**config.mk**
```make
export PLATFORM = sky130hd
export DESIGN_NAME = decode_de1
export DESIGN_NICKNAME = d
export VERILOG_FILES = /design/src/rtl/decode_de1.sv
export SDC_FILE = /design/constraint.sdc
export NUM_CORES = 1
export LEC_CHECK = 0
export CORE_ASPECT_RATIO = 0.75
export CORE_UTILIZATION = 45
export CTS_BUF_LIST = sky130_fd_sc_hd__clkbuf_16
export CTS_CLUSTER_DIAMETER = 80
export DETAILED_ROUTE_END_ITERATION = 8
export GPL_ROUTABILITY_DRIVEN = 1
export HOLD_SLACK_MARGIN = 0.02
export PLACE_DENSITY = 0.77
export SKIP_CTS_REPAIR_TIMING = 1
export SLEW_MARGIN = 30
export SYNTH_ARGS = -nofsm -noshare
export SYNTH_HDL_FRONTEND = slang
export SYNTH_SLANG_ARGS = --single-unit
```
**constraint.sdc**
```tcl
create_clock -name clk -period 5.15 [get_ports clk]
set_clock_uncertainty 0.1 [all_clocks]
set_input_delay 1.545 -clock clk [delete_from_list [all_inputs] [get_ports clk]]
set_output_delay 1.545 -clock clk [all_outputs]
set_load 0.02 [all_outputs]
```
**src/rtl/decode_de1.sv**
```systemverilog
// RV32I decoder, DE0 -> DE1, one registered stage.
// Optional RV32M decode enabled by defining DECODE_RV32M_EN.
package decode_de1_pkg;

  typedef logic [31:0] t_rv_instr;

  typedef struct packed {
    logic        valid;
    logic        illegal;
    logic [3:0]  optype;
    logic [4:0]  uop;
    logic [2:0]  funct3;
    logic [4:0]  rd;
    logic        rd_en;
    logic [4:0]  rs1;
    logic        rs1_en;
    logic [4:0]  rs2;
    logic        rs2_en;
    logic [31:0] imm;
  } t_uinstr;

  localparam logic [3:0] OT_ALU_R  = 4'd0;
  localparam logic [3:0] OT_ALU_I  = 4'd1;
  localparam logic [3:0] OT_LOAD   = 4'd2;
  localparam logic [3:0] OT_STORE  = 4'd3;
  localparam logic [3:0] OT_BRANCH = 4'd4;
  localparam logic [3:0] OT_JAL    = 4'd5;
  localparam logic [3:0] OT_JALR   = 4'd6;
  localparam logic [3:0] OT_LUI    = 4'd7;
  localparam logic [3:0] OT_AUIPC  = 4'd8;
  localparam logic [3:0] OT_FENCE  = 4'd9;
  localparam logic [3:0] OT_SYSTEM = 4'd10;

  localparam logic [4:0] UOP_ADD  = 5'd0;
  localparam logic [4:0] UOP_SUB  = 5'd1;
  localparam logic [4:0] UOP_SLL  = 5'd2;
  localparam logic [4:0] UOP_SLT  = 5'd3;
  localparam logic [4:0] UOP_SLTU = 5'd4;
  localparam logic [4:0] UOP_XOR  = 5'd5;
  localparam logic [4:0] UOP_SRL  = 5'd6;
  localparam logic [4:0] UOP_SRA  = 5'd7;
  localparam logic [4:0] UOP_OR   = 5'd8;
  localparam logic [4:0] UOP_AND  = 5'd9;
  localparam logic [4:0] UOP_MUL  = 5'd10;

  localparam logic [6:0] OPC_ALU_R  = 7'b0110011;
  localparam logic [6:0] OPC_ALU_I  = 7'b0010011;
  localparam logic [6:0] OPC_LOAD   = 7'b0000011;
  localparam logic [6:0] OPC_STORE  = 7'b0100011;
  localparam logic [6:0] OPC_BRANCH = 7'b1100011;
  localparam logic [6:0] OPC_JAL    = 7'b1101111;
  localparam logic [6:0] OPC_JALR   = 7'b1100111;
  localparam logic [6:0] OPC_LUI    = 7'b0110111;
  localparam logic [6:0] OPC_AUIPC  = 7'b0010111;
  localparam logic [6:0] OPC_FENCE  = 7'b0001111;
  localparam logic [6:0] OPC_SYSTEM = 7'b1110011;

endpackage

module decode_de1
  import decode_de1_pkg::*;
(
  input  logic      clk,
  input  logic      reset,
  input  t_rv_instr instr_de0,
  output t_uinstr   uinstr_de1
);

  logic [6:0]  opc;
  logic [2:0]  f3;
  logic [6:0]  f7;
  logic [31:0] imm_i;
  logic [31:0] imm_s;
  logic [31:0] imm_b;
  logic [31:0] imm_u;
  logic [31:0] imm_j;
  logic [31:0] imm_sh;
  logic [4:0]  base_uop;
  logic        ill;
  t_uinstr     dec;

  assign opc = instr_de0[6:0];
  assign f3  = instr_de0[14:12];
  assign f7  = instr_de0[31:25];

  assign imm_i  = {{20{instr_de0[31]}}, instr_de0[31:20]};
  assign imm_s  = {{20{instr_de0[31]}}, instr_de0[31:25],
                   instr_de0[11:7]};
  assign imm_b  = {{19{instr_de0[31]}}, instr_de0[31],
                   instr_de0[7], instr_de0[30:25],
                   instr_de0[11:8], 1'b0};
  assign imm_u  = {instr_de0[31:12], 12'b0};
  assign imm_j  = {{11{instr_de0[31]}}, instr_de0[31],
                   instr_de0[19:12], instr_de0[20],
                   instr_de0[30:21], 1'b0};
  assign imm_sh = {27'b0, instr_de0[24:20]};

  // Base ALU op selected by funct3 (funct7-neutral forms)
  always_comb begin
    base_uop = UOP_ADD;
    unique case (f3)
      3'b000: base_uop = UOP_ADD;
      3'b001: base_uop = UOP_SLL;
      3'b010: base_uop = UOP_SLT;
      3'b011: base_uop = UOP_SLTU;
      3'b100: base_uop = UOP_XOR;
      3'b101: base_uop = UOP_SRL;
      3'b110: base_uop = UOP_OR;
      3'b111: base_uop = UOP_AND;
      default: base_uop = UOP_ADD;
    endcase
  end

  // Crack the instruction into a micro-op
  always_comb begin
    dec        = '0;
    ill        = 1'b0;
    dec.valid  = 1'b1;
    dec.funct3 = f3;
    dec.rd     = instr_de0[11:7];
    dec.rs1    = instr_de0[19:15];
    dec.rs2    = instr_de0[24:20];
    unique case (opc)
      OPC_ALU_R: begin
        dec.optype = OT_ALU_R;
        dec.rs1_en = 1'b1;
        dec.rs2_en = 1'b1;
        dec.rd_en  = 1'b1;
        unique case (f7)
          7'h00: dec.uop = base_uop;
          7'h20: begin
            if (f3 == 3'b000)
              dec.uop = UOP_SUB;
            else if (f3 == 3'b101)
              dec.uop = UOP_SRA;
            else
              ill = 1'b1;
          end
`ifdef DECODE_RV32M_EN
          7'h01: dec.uop = UOP_MUL + {2'b0, f3};
`endif
          default: ill = 1'b1;
        endcase
      end
      OPC_ALU_I: begin
        dec.optype = OT_ALU_I;
        dec.rs1_en = 1'b1;
        dec.rd_en  = 1'b1;
        dec.uop    = base_uop;
        dec.imm    = imm_i;
        if (f3 == 3'b001) begin
          dec.imm = imm_sh;
          if (f7 != 7'h00)
            ill = 1'b1;
        end else if (f3 == 3'b101) begin
          dec.imm = imm_sh;
          if (f7 == 7'h20)
            dec.uop = UOP_SRA;
          else if (f7 != 7'h00)
            ill = 1'b1;
        end
      end
      OPC_LOAD: begin
        dec.optype = OT_LOAD;
        dec.rs1_en = 1'b1;
        dec.rd_en  = 1'b1;
        dec.imm    = imm_i;
        ill = (f3 == 3'b011) || (f3 == 3'b110)
           || (f3 == 3'b111);
      end
      OPC_STORE: begin
        dec.optype = OT_STORE;
        dec.rs1_en = 1'b1;
        dec.rs2_en = 1'b1;
        dec.imm    = imm_s;
        ill = (f3 >= 3'b011);
      end
      OPC_BRANCH: begin
        dec.optype = OT_BRANCH;
        dec.rs1_en = 1'b1;
        dec.rs2_en = 1'b1;
        dec.imm    = imm_b;
        ill = (f3 == 3'b010) || (f3 == 3'b011);
      end
      OPC_JAL: begin
        dec.optype = OT_JAL;
        dec.rd_en  = 1'b1;
        dec.imm    = imm_j;
      end
      OPC_JALR: begin
        dec.optype = OT_JALR;
        dec.rs1_en = 1'b1;
        dec.rd_en  = 1'b1;
        dec.imm    = imm_i;
        ill = (f3 != 3'b000);
      end
      OPC_LUI: begin
        dec.optype = OT_LUI;
        dec.rd_en  = 1'b1;
        dec.imm    = imm_u;
      end
      OPC_AUIPC: begin
        dec.optype = OT_AUIPC;
        dec.rd_en  = 1'b1;
        dec.imm    = imm_u;
      end
      OPC_FENCE: begin
        dec.optype = OT_FENCE;
      end
      OPC_SYSTEM: begin
        dec.optype = OT_SYSTEM;
        dec.imm    = imm_i;
      end
      default: ill = 1'b1;
    endcase
    if (dec.rd == 5'd0)
      dec.rd_en = 1'b0;
    if (ill) begin
      dec.illegal = 1'b1;
      dec.rd_en   = 1'b0;
      dec.rs1_en  = 1'b0;
      dec.rs2_en  = 1'b0;
      dec.uop     = '0;
      dec.imm     = '0;
    end
  end

  // DE1 pipeline register, cleared by synchronous reset
  always_ff @(posedge clk) begin
    if (!reset)
      uinstr_de1 <= '0;
    else
      uinstr_de1 <= dec;
  end

endmodule

```
==> impl_metrics.py <==
metrics = {
    "outcome": {
        "status": "complete, no violations",
    },
    "grt": {
        "grt-ovfl-total": 0,
        "grt_pass1_vias": 2290,
        "grt_pass1_wl_um": 11400,
        "grt_usage": 0.247,
        "antenna_found_initial": 0,
        "grt_max_degree": 32,
    },
    "worst_setup_path": {
        "start_kind": "primary input",
        "critical-path-slowest-cell": "clkdlybuf4s50_1",
        "worstSetupPathType": "primary input to flip-flop",
        "cpPeakStageDelay_ps": 520,
        "crit_required_ps": 5250,
        "crit_fanout": 31,
        "endpoint_kind": "flip-flop",
        "cp.arrival_ps": 4180,
        "path_cells": "clkdlybuf4s50_1, nor4_1, nand2_1, o221ai_1, nand4_1, buf_12, a2111oi_1",
    },
    "sta": {
        "slew_headroom": 0.488,
        "max_freq_mhz": 245,
        "hold_viol_final": 0,
        "rsz0062_at_grt": "false",
        "slew_violations": 0,
        "final-setup-viol-count": 0,
        "tightest_slew_ps": 768,
        "timing.final.crit_period_ps": 4070,
        "min_period_over_period": 0.791,
        "tns_ps": 0,
    },
    "synthesis": {
        "synth.avg_cell_area_um2": 8.82,
        "syn_inst": 295,
        "yosysSeqAreaShare": 0.485,
        "synth_edf_count": 0,
        "synth_fp_nets": 333,
        "synth_top_area_share": 0.485,
        "synth_area_leaders": "dfxtp_1, a21oi_1, nand2_1",
        "yosysMostFrequentCell": "dfxtp_1",
        "synth_top_flop_cell": "dfxtp_1",
        "ys_top_cells_by_count": "dfxtp_1, nand2_1, a21oi_1, nor2_1, and2_1",
        "yosysWarnings": 0,
        "synth.distinct_cells": 54,
        "postSynthRegisterBits": 63,
        "synthesis.area_um2": 2600,
        "async_flop_share": 0,
        "yosysTopAreaCell": "dfxtp_1",
    },
    "job": {
        "maxCapViolCount": 0,
    },
    "final_layout": {
        "area_delta_synth_final_pct": 49.2,
        "post-route-util": 0.710,
        "top_regs": "uinstr_de1 (63)",
        "n_antenna_cell": 0,
        "instances_no_fill": 471,
        "largest-register": "uinstr_de1",
        "seqCellArea_um2": 1260,
        "multi_input_area_um2": 1180,
        "final_layout_size_suffix_gt1_frac": 0.0758,
        "largest_register_ffs": 63,
        "nets": 429,
        "fillers": 428,
    },
    "floorplanning": {
        "floorplan.rows": 23,
        "die_w_um": 89.8,
        "core-area_um2": 5470,
        "initial_utilization": 0.476,
        "die_height_um": 67.8,
        "die_area_um2": 6090,
        "ios": 98,
    },
    "clocking": {
        "clk_path_buf_depth": 2,
        "cts-root-buf": "clkbuf_16",
        "cts_sinks": 63,
        "cts_buffers": 9,
        "clkTransAtPathRegs_ps": 60,
        "htree_num_levels": 3,
        "cts_tree": "yes",
    },
    "placement": {
        "place_congestion": 0.884,
        "portBuffers": 96,
        "dp_hpwl_um": 5360,
        "place_inst": 455,
    },
    "pwr": {
        "p_comb_frac": 0.113,
        "ir_drop_v": 0.000249,
        "p_per_area_nw_per_um2": 302,
        "power.switching_mw": 0.289,
        "switching_share": 0.247,
        "p_seq_frac": 0.426,
        "p_leak_nw": 1.39,
        "intPower_mw": 0.883,
        "clkPwrFrac": 0.461,
    },
    "routing": {
        "vias": 2479,
        "drt-total-wl_um": 7240,
        "drt_first_pass_iters": 5,
        "drt-initial-drc-count": 158,
        "drc": 0,
        "drt-vias-per-instance": 5.26,
        "drt-wirelength-per-cell_um": 15.4,
        "route.antenna.remaining_nets": 0,
    },
    "hold_path": {
        "hp-class": "primary input to flip-flop",
    },
}
-- worst max-delay path, delay by kind of cell --
family,cells,cell delay (ps)
compound gates,2,590
buf+inv,2,880
simple gates,3,1170
-- routing by layer --
metal | routed length, um | up-vias | track usage
li1 | - | 1215 | -
met4 | 99 | 0 | 0.0697
met3 | 675 | 11 | 0.0944
met2 | 3160 | 128 | 0.399
met5 | 0 | - | 0
met1 | 3300 | 1125 | 0.312
-- layout make-up --
class                      instances  area share
timing repair buffer             104       0.266
clock buffer                       9      0.0580
inverter                          11      0.0106
tap                               75      0.0242
sequential                        63       0.325
clock inverter                     7      0.0123
multi-input combinational        202       0.303
-- kinds of logic after synthesis --
kind of cell / count (synthesis) / synth area share
compound gates: 74 / 0.184
xor+xnor: 3 / 0.0101
fa+ha+maj: 4 / 0.0192
buf+inv: 30 / 0.0625
flops: 63 / 0.485
mux: 1 / 0.00385
other cells: 1 / 0.00144
simple gates: 119 / 0.234
-- path summary, 6_finish.rpt --
path | startpoint | endpoint | slack, ps | depth (start not counted)
worst min-delay path | instr_de0[15] | uinstr_de1[15] | 1700 | 3
worst max-delay path | instr_de0[31] | uinstr_de1[44] | 1080 | 7
-- power by group through the flow --
stage                     Combinational, mW  Sequential, mW  Clock [mW]
final                                 0.133           0.499       0.541
after global routing                  0.143           0.500       0.572
after CTS                             0.132           0.499       0.549
after detailed placement              0.131           0.510           0
after global placement                0.130           0.509           0
after floorplan                      0.0556           0.521           0
-- stage by stage --
| step | cell area [um^2] | power [mW] | setup WS (ps) | hold WS [ps] |
|---|---|---|---|---|
| 4_1_cts | 3880 | 1.18 | 1120 | 1700 |
| 3_5_place_dp | 3610 | 0.640 | 771 | 2030 |
| 5_1_grt | 3880 | 1.21 | 906 | 1710 |
| 3_3_place_gp | 3610 | 0.640 | 902 | 2040 |
| 6_report | 3880 | 1.17 | 1080 | 1700 |
| 2_1_floorplan | 2600 | 0.577 | 1920 | 1470 |
-- layout by cell type (no fill, tap or decap), drive strengths merged, types with 3 or more instances in the layout --
| master | n |
|---|---|
| a21oi | 31 |
| a22oi | 6 |
| a31oi | 3 |
| and2 | 18 |
| and3 | 3 |
| buf | 8 |
| clkbuf | 9 |
| clkdlybuf4s50 | 96 |
| clkinv | 4 |
| dfxtp | 63 |
| ha | 4 |
| inv | 13 |
| nand2 | 32 |
| nand2b | 3 |
| nand3 | 9 |
| nand3b | 3 |
| nand4 | 3 |
| nor2 | 28 |
| nor2b | 3 |
| nor3 | 7 |
| nor4 | 4 |
| o211ai | 3 |
| o21ai | 13 |
Power figures use the tool's default switching activity.
